File: config.mk
export PLATFORM = sky130hd
export DESIGN_NAME = ysyx_25040101_alu_mc
export DESIGN_NICKNAME = d
export VERILOG_FILES = /design/src/rtl/ysyx_25040101_alu_pkg.sv /design/src/rtl/ysyx_25040101_muldiv_iter.sv /design/src/rtl/ysyx_25040101_alu_mc.sv
export SDC_FILE = /design/constraint.sdc
export NUM_CORES = 1
export LEC_CHECK = 0
export CAP_MARGIN = 10
export CORE_MARGIN = 1
export CORE_UTILIZATION = 64
export DETAILED_ROUTE_END_ITERATION = 8
export PLACE_DENSITY = 0.8
export SKIP_LAST_GASP = 1
export SLEW_MARGIN = 20
export SYNTH_ARGS = -nofsm -noshare
export SYNTH_HDL_FRONTEND = slang
export SYNTH_SLANG_ARGS = --single-unit
File: constraint.sdc
create_clock -name clk -period 11.6 [get_ports clk]
set_input_delay 2.32 -clock clk [delete_from_list [all_inputs] [get_ports clk]]
set_output_delay 2.32 -clock clk [all_outputs]
set_load 0.01 [all_outputs]
File: src/rtl/ysyx_25040101_alu_pkg.sv
// Shared types and op-class helpers for the multi-cycle ALU and its iterative mul/div unit.
package ysyx_25040101_alu_pkg;

    typedef enum logic [3:0] {
        AluAdd   = 4'd0,
        AluSub   = 4'd1,
        AluAnd   = 4'd2,
        AluOr    = 4'd3,
        AluXor   = 4'd4,
        AluSll   = 4'd5,
        AluSrl   = 4'd6,
        AluSra   = 4'd7,
        AluSlt   = 4'd8,
        AluSltu  = 4'd9,
        AluMul   = 4'd10,
        AluMulhu = 4'd11,
        AluDiv   = 4'd12,
        AluDivu  = 4'd13,
        AluRem   = 4'd14,
        AluRemu  = 4'd15
    } alu_op_e;

    typedef enum logic [1:0] {
        StIdle = 2'd0,
        StBusy = 2'd1,
        StDone = 2'd2
    } alu_state_e;

    function automatic logic is_muldiv(alu_op_e op);
        return op inside {AluMul, AluMulhu, AluDiv, AluDivu, AluRem, AluRemu};
    endfunction

    function automatic logic is_mul(alu_op_e op);
        return op inside {AluMul, AluMulhu};
    endfunction

    function automatic logic is_signed_div(alu_op_e op);
        return op inside {AluDiv, AluRem};
    endfunction

endpackage

File: src/rtl/ysyx_25040101_muldiv_iter.sv
// Iterative shift-add multiplier / restoring divider sharing one 2*XLEN working register.
// done_o marks the last iteration; result_o is the sign-corrected value of that iteration.
module ysyx_25040101_muldiv_iter
    import ysyx_25040101_alu_pkg::*;
#(
    parameter int unsigned XLEN = 32
) (
    input  logic            clk,
    input  logic            rst,
    input  logic            start_i,
    input  logic [3:0]      op_i,
    input  logic [XLEN-1:0] a_i,
    input  logic [XLEN-1:0] b_i,
    output logic            done_o,
    output logic [XLEN-1:0] result_o
);
    localparam int unsigned CntW = $clog2(XLEN);

    alu_op_e           op_q, op_d, op_in;
    logic [2*XLEN-1:0] prod_q, prod_d, step;
    logic [XLEN-1:0]   b_q, b_d, a_mag, b_mag, quot, rem;
    logic [CntW-1:0]   cnt_q, cnt_d;
    logic              run_q, run_d, negq_q, negq_d, negr_q, negr_d;
    logic              neg_a, neg_b;
    logic [XLEN:0]     add_sum, rem_sh, diff;

    assign op_in = alu_op_e'(op_i);

    // Multiply: low half holds the unconsumed multiplier, high half accumulates.
    // Divide: high half is the partial remainder, low half shifts dividend out / quotient in.
    always_comb begin
        add_sum = {1'b0, prod_q[2*XLEN-1:XLEN]} + {1'b0, b_q};
        rem_sh  = {prod_q[2*XLEN-1:XLEN], prod_q[XLEN-1]};
        diff    = rem_sh - {1'b0, b_q};
        if (is_mul(op_q)) begin
            step = prod_q[0] ? {add_sum, prod_q[XLEN-1:1]} : {1'b0, prod_q[2*XLEN-1:1]};
        end else if (diff[XLEN]) begin
            step = {rem_sh[XLEN-1:0], prod_q[XLEN-2:0], 1'b0};
        end else begin
            step = {diff[XLEN-1:0], prod_q[XLEN-2:0], 1'b1};
        end
    end

    always_comb begin
        neg_a  = is_signed_div(op_in) && a_i[XLEN-1];
        neg_b  = is_signed_div(op_in) && b_i[XLEN-1];
        a_mag  = neg_a ? ('0 - a_i) : a_i;
        b_mag  = neg_b ? ('0 - b_i) : b_i;
        op_d   = op_q;
        prod_d = prod_q;
        b_d    = b_q;
        cnt_d  = cnt_q;
        run_d  = run_q;
        negq_d = negq_q;
        negr_d = negr_q;
        if (start_i) begin
            op_d   = op_in;
            prod_d = {{XLEN{1'b0}}, a_mag};
            b_d    = b_mag;
            cnt_d  = CntW'(XLEN - 1);
            run_d  = 1'b1;
            negq_d = neg_a ^ neg_b;
            negr_d = neg_a;
        end else if (run_q) begin
            prod_d = step;
            if (cnt_q == '0) begin
                run_d = 1'b0;
            end else begin
                cnt_d = cnt_q - CntW'(1);
            end
        end
    end

    always_comb begin
        quot = step[XLEN-1:0];
        rem  = step[2*XLEN-1:XLEN];
        case (op_q)
            AluMul:          result_o = step[XLEN-1:0];
            AluMulhu:        result_o = step[2*XLEN-1:XLEN];
            AluDiv, AluDivu: result_o = negq_q ? ('0 - quot) : quot;
            default:         result_o = negr_q ? ('0 - rem) : rem;
        endcase
    end

    assign done_o = run_q && (cnt_q == '0);

    always_ff @(posedge clk) begin
        if (rst) begin
            op_q   <= AluAdd;
            prod_q <= '0;
            b_q    <= '0;
            cnt_q  <= '0;
            run_q  <= 1'b0;
            negq_q <= 1'b0;
            negr_q <= 1'b0;
        end else begin
            op_q   <= op_d;
            prod_q <= prod_d;
            b_q    <= b_d;
            cnt_q  <= cnt_d;
            run_q  <= run_d;
            negq_q <= negq_d;
            negr_q <= negr_d;
        end
    end

endmodule

File: src/rtl/ysyx_25040101_alu_mc.sv
// Multi-cycle integer ALU with valid/ready on both sides; single-cycle ops and division
// special cases retire in one cycle, MUL/DIV iterate in ysyx_25040101_muldiv_iter.
module ysyx_25040101_alu_mc
    import ysyx_25040101_alu_pkg::*;
#(
    parameter int unsigned XLEN = 32,
    parameter int unsigned SHW  = $clog2(XLEN)
) (
    input  logic            clk,
    input  logic            rst,
    input  logic            in_valid_i,
    output logic            in_ready_o,
    input  logic [3:0]      op_i,
    input  logic [XLEN-1:0] srca_data_i,
    input  logic [XLEN-1:0] srcb_data_i,
    output logic            out_valid_o,
    input  logic            out_ready_i,
    output logic [XLEN-1:0] alu_result_o
);
    alu_state_e      state_q, state_d;
    logic [XLEN-1:0] result_q, result_d;
    logic [XLEN-1:0] sum, simple_res, md_res;
    logic [SHW-1:0]  shamt;
    alu_op_e         op;
    logic            accept, sub, b_zero, ovf, fast, md_start, md_done;

    assign op           = alu_op_e'(op_i);
    assign in_ready_o   = (state_q == StIdle) && !rst;
    assign accept       = in_valid_i && in_ready_o;
    assign out_valid_o  = (state_q == StDone);
    assign alu_result_o = result_q;

    always_comb begin
        sub    = (op == AluSub);
        sum    = srca_data_i + (srcb_data_i ^ {XLEN{sub}}) + {{(XLEN-1){1'b0}}, sub};
        shamt  = srcb_data_i[SHW-1:0];
        b_zero = (srcb_data_i == '0);
        ovf    = is_signed_div(op) && (srca_data_i == {1'b1, {(XLEN-1){1'b0}}})
                 && (srcb_data_i == '1);
        fast   = is_muldiv(op) && !is_mul(op) && (b_zero || ovf);
        case (op)
            AluAdd, AluSub:  simple_res = sum;
            AluAnd:          simple_res = srca_data_i & srcb_data_i;
            AluOr:           simple_res = srca_data_i | srcb_data_i;
            AluXor:          simple_res = srca_data_i ^ srcb_data_i;
            AluSll:          simple_res = srca_data_i << shamt;
            AluSrl:          simple_res = srca_data_i >> shamt;
            AluSra:          simple_res = $signed(srca_data_i) >>> shamt;
            AluSlt:          simple_res = {{(XLEN-1){1'b0}},
                                           $signed(srca_data_i) < $signed(srcb_data_i)};
            AluSltu:         simple_res = {{(XLEN-1){1'b0}}, srca_data_i < srcb_data_i};
            // Only reached on the fast path: divide by zero or signed overflow.
            AluDiv, AluDivu: simple_res = b_zero ? '1 : srca_data_i;
            AluRem, AluRemu: simple_res = b_zero ? srca_data_i : '0;
            default:         simple_res = '0;
        endcase
    end

    always_comb begin
        state_d  = state_q;
        result_d = result_q;
        md_start = 1'b0;
        case (state_q)
            StIdle: begin
                if (accept) begin
                    if (is_muldiv(op) && !fast) begin
                        md_start = 1'b1;
                        state_d  = StBusy;
                    end else begin
                        result_d = simple_res;
                        state_d  = StDone;
                    end
                end
            end
            StBusy: begin
                if (md_done) begin
                    result_d = md_res;
                    state_d  = StDone;
                end
            end
            StDone: begin
                if (out_ready_i) begin
                    state_d = StIdle;
                end
            end
            default: state_d = StIdle;
        endcase
    end

    ysyx_25040101_muldiv_iter #(
        .XLEN(XLEN)
    ) u_muldiv (
        .clk     (clk),
        .rst     (rst),
        .start_i (md_start),
        .op_i    (op_i),
        .a_i     (srca_data_i),
        .b_i     (srcb_data_i),
        .done_o  (md_done),
        .result_o(md_res)
    );

    always_ff @(posedge clk) begin
        if (rst) begin
            state_q  <= StIdle;
            result_q <= '0;
        end else begin
            state_q  <= state_d;
            result_q <= result_d;
        end
    end

endmodule

==> key figures <==
Setup path
  – Critical R2R Capture: alu_result_o[30]
  – CP endpoint kind: flop
  – Worst EP required: 11900 ps
  – WP buf/inv: 4
  – Crit path DAT: 8160 ps
  – CP cell instances: clkdlybuf4s50_1 > nor4b_2 > buf_4 > xnor2_1 > inv_1 > fa_1 > nor2b_1 > o21a_1 > o21ai_0 > a21oi_1 > o21ai_0 > a31oi_1 > a41oi_1 > a31oi_1 > a21oi_1 > o311ai_0 > inv_1 > a2111oi_2 > a211oi_2
  – Max stage delay on crit path: 880 ps
  – R2r worst-path depth: 20
  – CP Launch Type: input pin
  – Crit-path slowest cell: clkdlybuf4s50_1
  – Kind of critical path: in -> reg
  – Top Family by Delay on Critical Path: compound AO/OA/AOI/OAI gates
  – Crit-path max FO: 33
  – Reg2reg setup slack: 3870 ps
  – R2R Path Start: u_muldiv.prod_q[31]

Run
  – MaxCap Viol Count: 0

Clock network
  – Resize count post-CTS: 0
  – Clock Pin Slew Worst Setup and Hold Paths: 70 ps
  – CTS root buf: clkbuf_16
  – Hold-fix buffers at CTS: 0
  – Postcts setup bufs: 0
  – Clk sinks: 142
  – CTS Buf Count: 17
  – H-tree Lvls: 4
  – CTS tree: yes
  – Clock Latency Late Sink: 440 ps
  – Longest Clk Path Bufs: 2

Place
  – Dpl cells: 3669
  – Placed inst area: 24060 um^2
  – Buffers on Ports: 105
  – Routability congestion estimate: 1.150
  – DP Wirelength: 73.62 mm

Global route
  – Global route hottest layer: met2
  – M3 GR Usage: 14.52%
  – Grt ovf: 0
  – GRT Overall Usage: 52.59%
  – M1 GR Usage: 62.15%
  – Met2 Use GR: 79.65%
  – Initial antenna violation count: 3
  – First-pass GRT wire length: 147.9 mm
  – Largest net degree at the start of global routing: 100
  – Vias in the first global route: 25771

Timing
  – Slew Limit Fails: 0
  – Final hold violations: 0
  – Final Setup Violations: 0
  – Final setup skew: 9.389 ps
  – Max_slew headroom: 16.74%
  – Setup_tns: 0 ps
  – Fin crit share: 67.80%
  – Period minus WS final: 7864 ps
  – Highest clock rate: 127.2 MHz
  – RSZ-0062 raised after global routing: false
  – Worst slew pin tran: 1241 ps

Die
  – Total core area: 34880 um^2
  – Initial Utilization: 65.57%
  – Die H: 191.1 um
  – Floorplan row count: 68
  – # IOs: 106
  – DIE WIDTH: 191.1 um
  – Die area: 36500 um^2

Logic synthesis
  – Most frequent cell after synthesis: nor2_1
  – Cell taking the most area after synthesis: dfxtp_1
  – Synth area leaders: dfxtp_1 (12%), ha_1 (11%), a21oi_1 (6.8%), nor2_1 (6.6%), xnor2_1 (6.2%)
  – Post-synth top area share: 12.43%
  – Most used DFF post-synth: dfxtp_1
  – Unique cell type count in the Yosys netlist: 93
  – Ys async rst share: 0%
  – Synthesized cell area: 22870 um^2
  – Synth Area per Inst: 6.954 um^2
  – Number of synthesized flops with an enable pin: 0
  – Syn Nets: 3562
  – Part of the Yosys area used for sequential elements: 12.43%
  – Syn Inst Count: 3289
  – Yosys reg bits: 142
  – Top cells by count, synth: nor2_1 (402), a21oi_1 (311), nand2_1 (264), o21ai_0 (215), ha_1 (198)
  – Syn. warnings: 0

Routing
  – Drt drc: 10
  – Detailed-route vias per instance: 7.542
  – Via count: 27919
  – Drt pass-1 iters: 9
  – WL final: 98.70 mm
  – Drt wl/cell: 26.66 um
  – First DRT Iteration DRCs: 4586
  – ANT nets after route: 0

Pwr
  – PD cells: 102.6 nW/um^2
  – Sw Pwr: 0.001198 W
  – Int Power: 0.001334 W
  – Peak supply drop: 0.00008929 V
  – Switching Fraction: 47.31%
  – Gate power share: 56.3%
  – Static Leak: 9.632 nW
  – Clock share of power: 22.0%
  – Seq pwr share: 21.7%

Layout
  – Non-Filler Instances: 3702
  – Area grow syn2layout: 7.811%
  – Filler cell count in the final layout: 2965
  – Fin nets: 3506
  – Layout cells sized above 1: 6.192%
  – Reg area: 2848 um^2
  – Fin area: 24660 um^2
  – Multi-input gate area in the final layout: 18580 um^2

Min path
  – Worst Hold End: u_muldiv.b_q[0]
  – Hold Path Depth: 2
  – Hold Path Class: reg -> reg
  – Hold path start: u_muldiv.b_q[0]

Run status
  – Outcome: finished, violations left
  – Failing checks: design-rule violations
==> cells by family after synthesis <==
| family | Yosys count | share of synthesized area, % |
|---|---|---|
| adder cells (fa/ha/maj) | 201 | 11.09 |
| buffers and inverters | 398 | 6.597 |
| multiplexers | 152 | 8.276 |
| AND/OR/NAND/NOR | 1077 | 21.89 |
| flip-flops | 142 | 12.43 |
| AO/OA/AOI/OAI | 1122 | 32.17 |
| XOR/XNOR | 197 | 7.543 |
==> how the worst max path moves through the flow <==
stage                              start          endpoint  cells after the start  slack (ps)
after floorplan           srcb_data_i[0]  alu_result_o[30]                     17        4500
after global placement           op_i[1]  alu_result_o[30]                     19        3590
after detailed placement         op_i[1]  alu_result_o[30]                     19        3500
after CTS                        op_i[1]  alu_result_o[30]                     19        3940
after global routing             op_i[1]  alu_result_o[30]                     19        3490
final                            op_i[1]  alu_result_o[30]                     19        3740
==> cells in the final DEF, fill, tap and decap left out, types with 31 or more instances in the layout <==
master / n
buf_4: 62
dfxtp_1: 140
mux2i_1: 116
o211ai_1: 48
nand2b_1: 32
a21oi_1: 311
ha_1: 198
o21ai_0: 214
a21o_1: 50
inv_1: 151
o31ai_1: 31
nand4_1: 39
a31oi_1: 50
nand2_1: 264
nand3_1: 75
xor2_1: 34
a221oi_1: 34
nor3_1: 71
a211oi_1: 117
or3_1: 42
nor2_1: 400
xnor2_1: 163
clkdlybuf4s50_1: 100
==> power by group through the flow <==
stage | clock [W] | sequential, W | combinational, W
floorplan | 0 | 0.000541 | 0.000923
global placement | 0 | 0.000554 | 0.00129
detailed placement | 0 | 0.000555 | 0.00132
CTS | 0.000550 | 0.000545 | 0.00134
global route | 0.000570 | 0.000549 | 0.00148
finish | 0.000558 | 0.000549 | 0.00142
==> sequential cells by signal, indices dropped and copies added, names as in the netlist <==
register and cells:
u_muldiv.prod_q 64, u_muldiv.run_q 1, u_muldiv.negq_q 1, u_muldiv.negr_q 1, state_q 2, alu_result_o 32, u_muldiv.op_q 4, u_muldiv.cnt_q 5
u_muldiv.b_q 32
==> layout make-up <==
class	count	area share, %
flip-flops and latches	142	11.55
clock buffers	19	1.796
repair buffers	165	6.007
diodes	1	0.01015
clock inverters	13	0.5683
multi-input cells	2749	75.36
well taps	455	2.309
inverters	158	2.405
==> worst reg2reg max path, delay by kind of cell (launching register included) <==
family | cells | cell delay, ps
flops | 1 | 650
buf+inv | 2 | 650
simple gates | 5 | 1620
compound gates | 10 | 3620
fa+ha+maj | 3 | 1050
==> through the flow <==
stage	hold WS, ps	utilization [%]	power (W)	worst slack (ps)
6_report	485.8	70.69	0.002531	3736
5_1_grt	492.6	70.69	0.002599	3490
4_1_cts	492.5	70.65	0.002434	3941
3_5_place_dp	480.4	68.98	0.001879	3500
3_3_place_gp	460.9	68.98	0.001844	3585
2_1_floorplan	449.2	-	0.001464	4503
==> per-layer routing <==
layer	up-vias	routed length [um]
li1	12029	-
met1	12582	33450
met2	2578	41310
met3	728	14310
met4	2	9608
met5	-	13
Note: power is estimated with default switching activity, not from simulation.
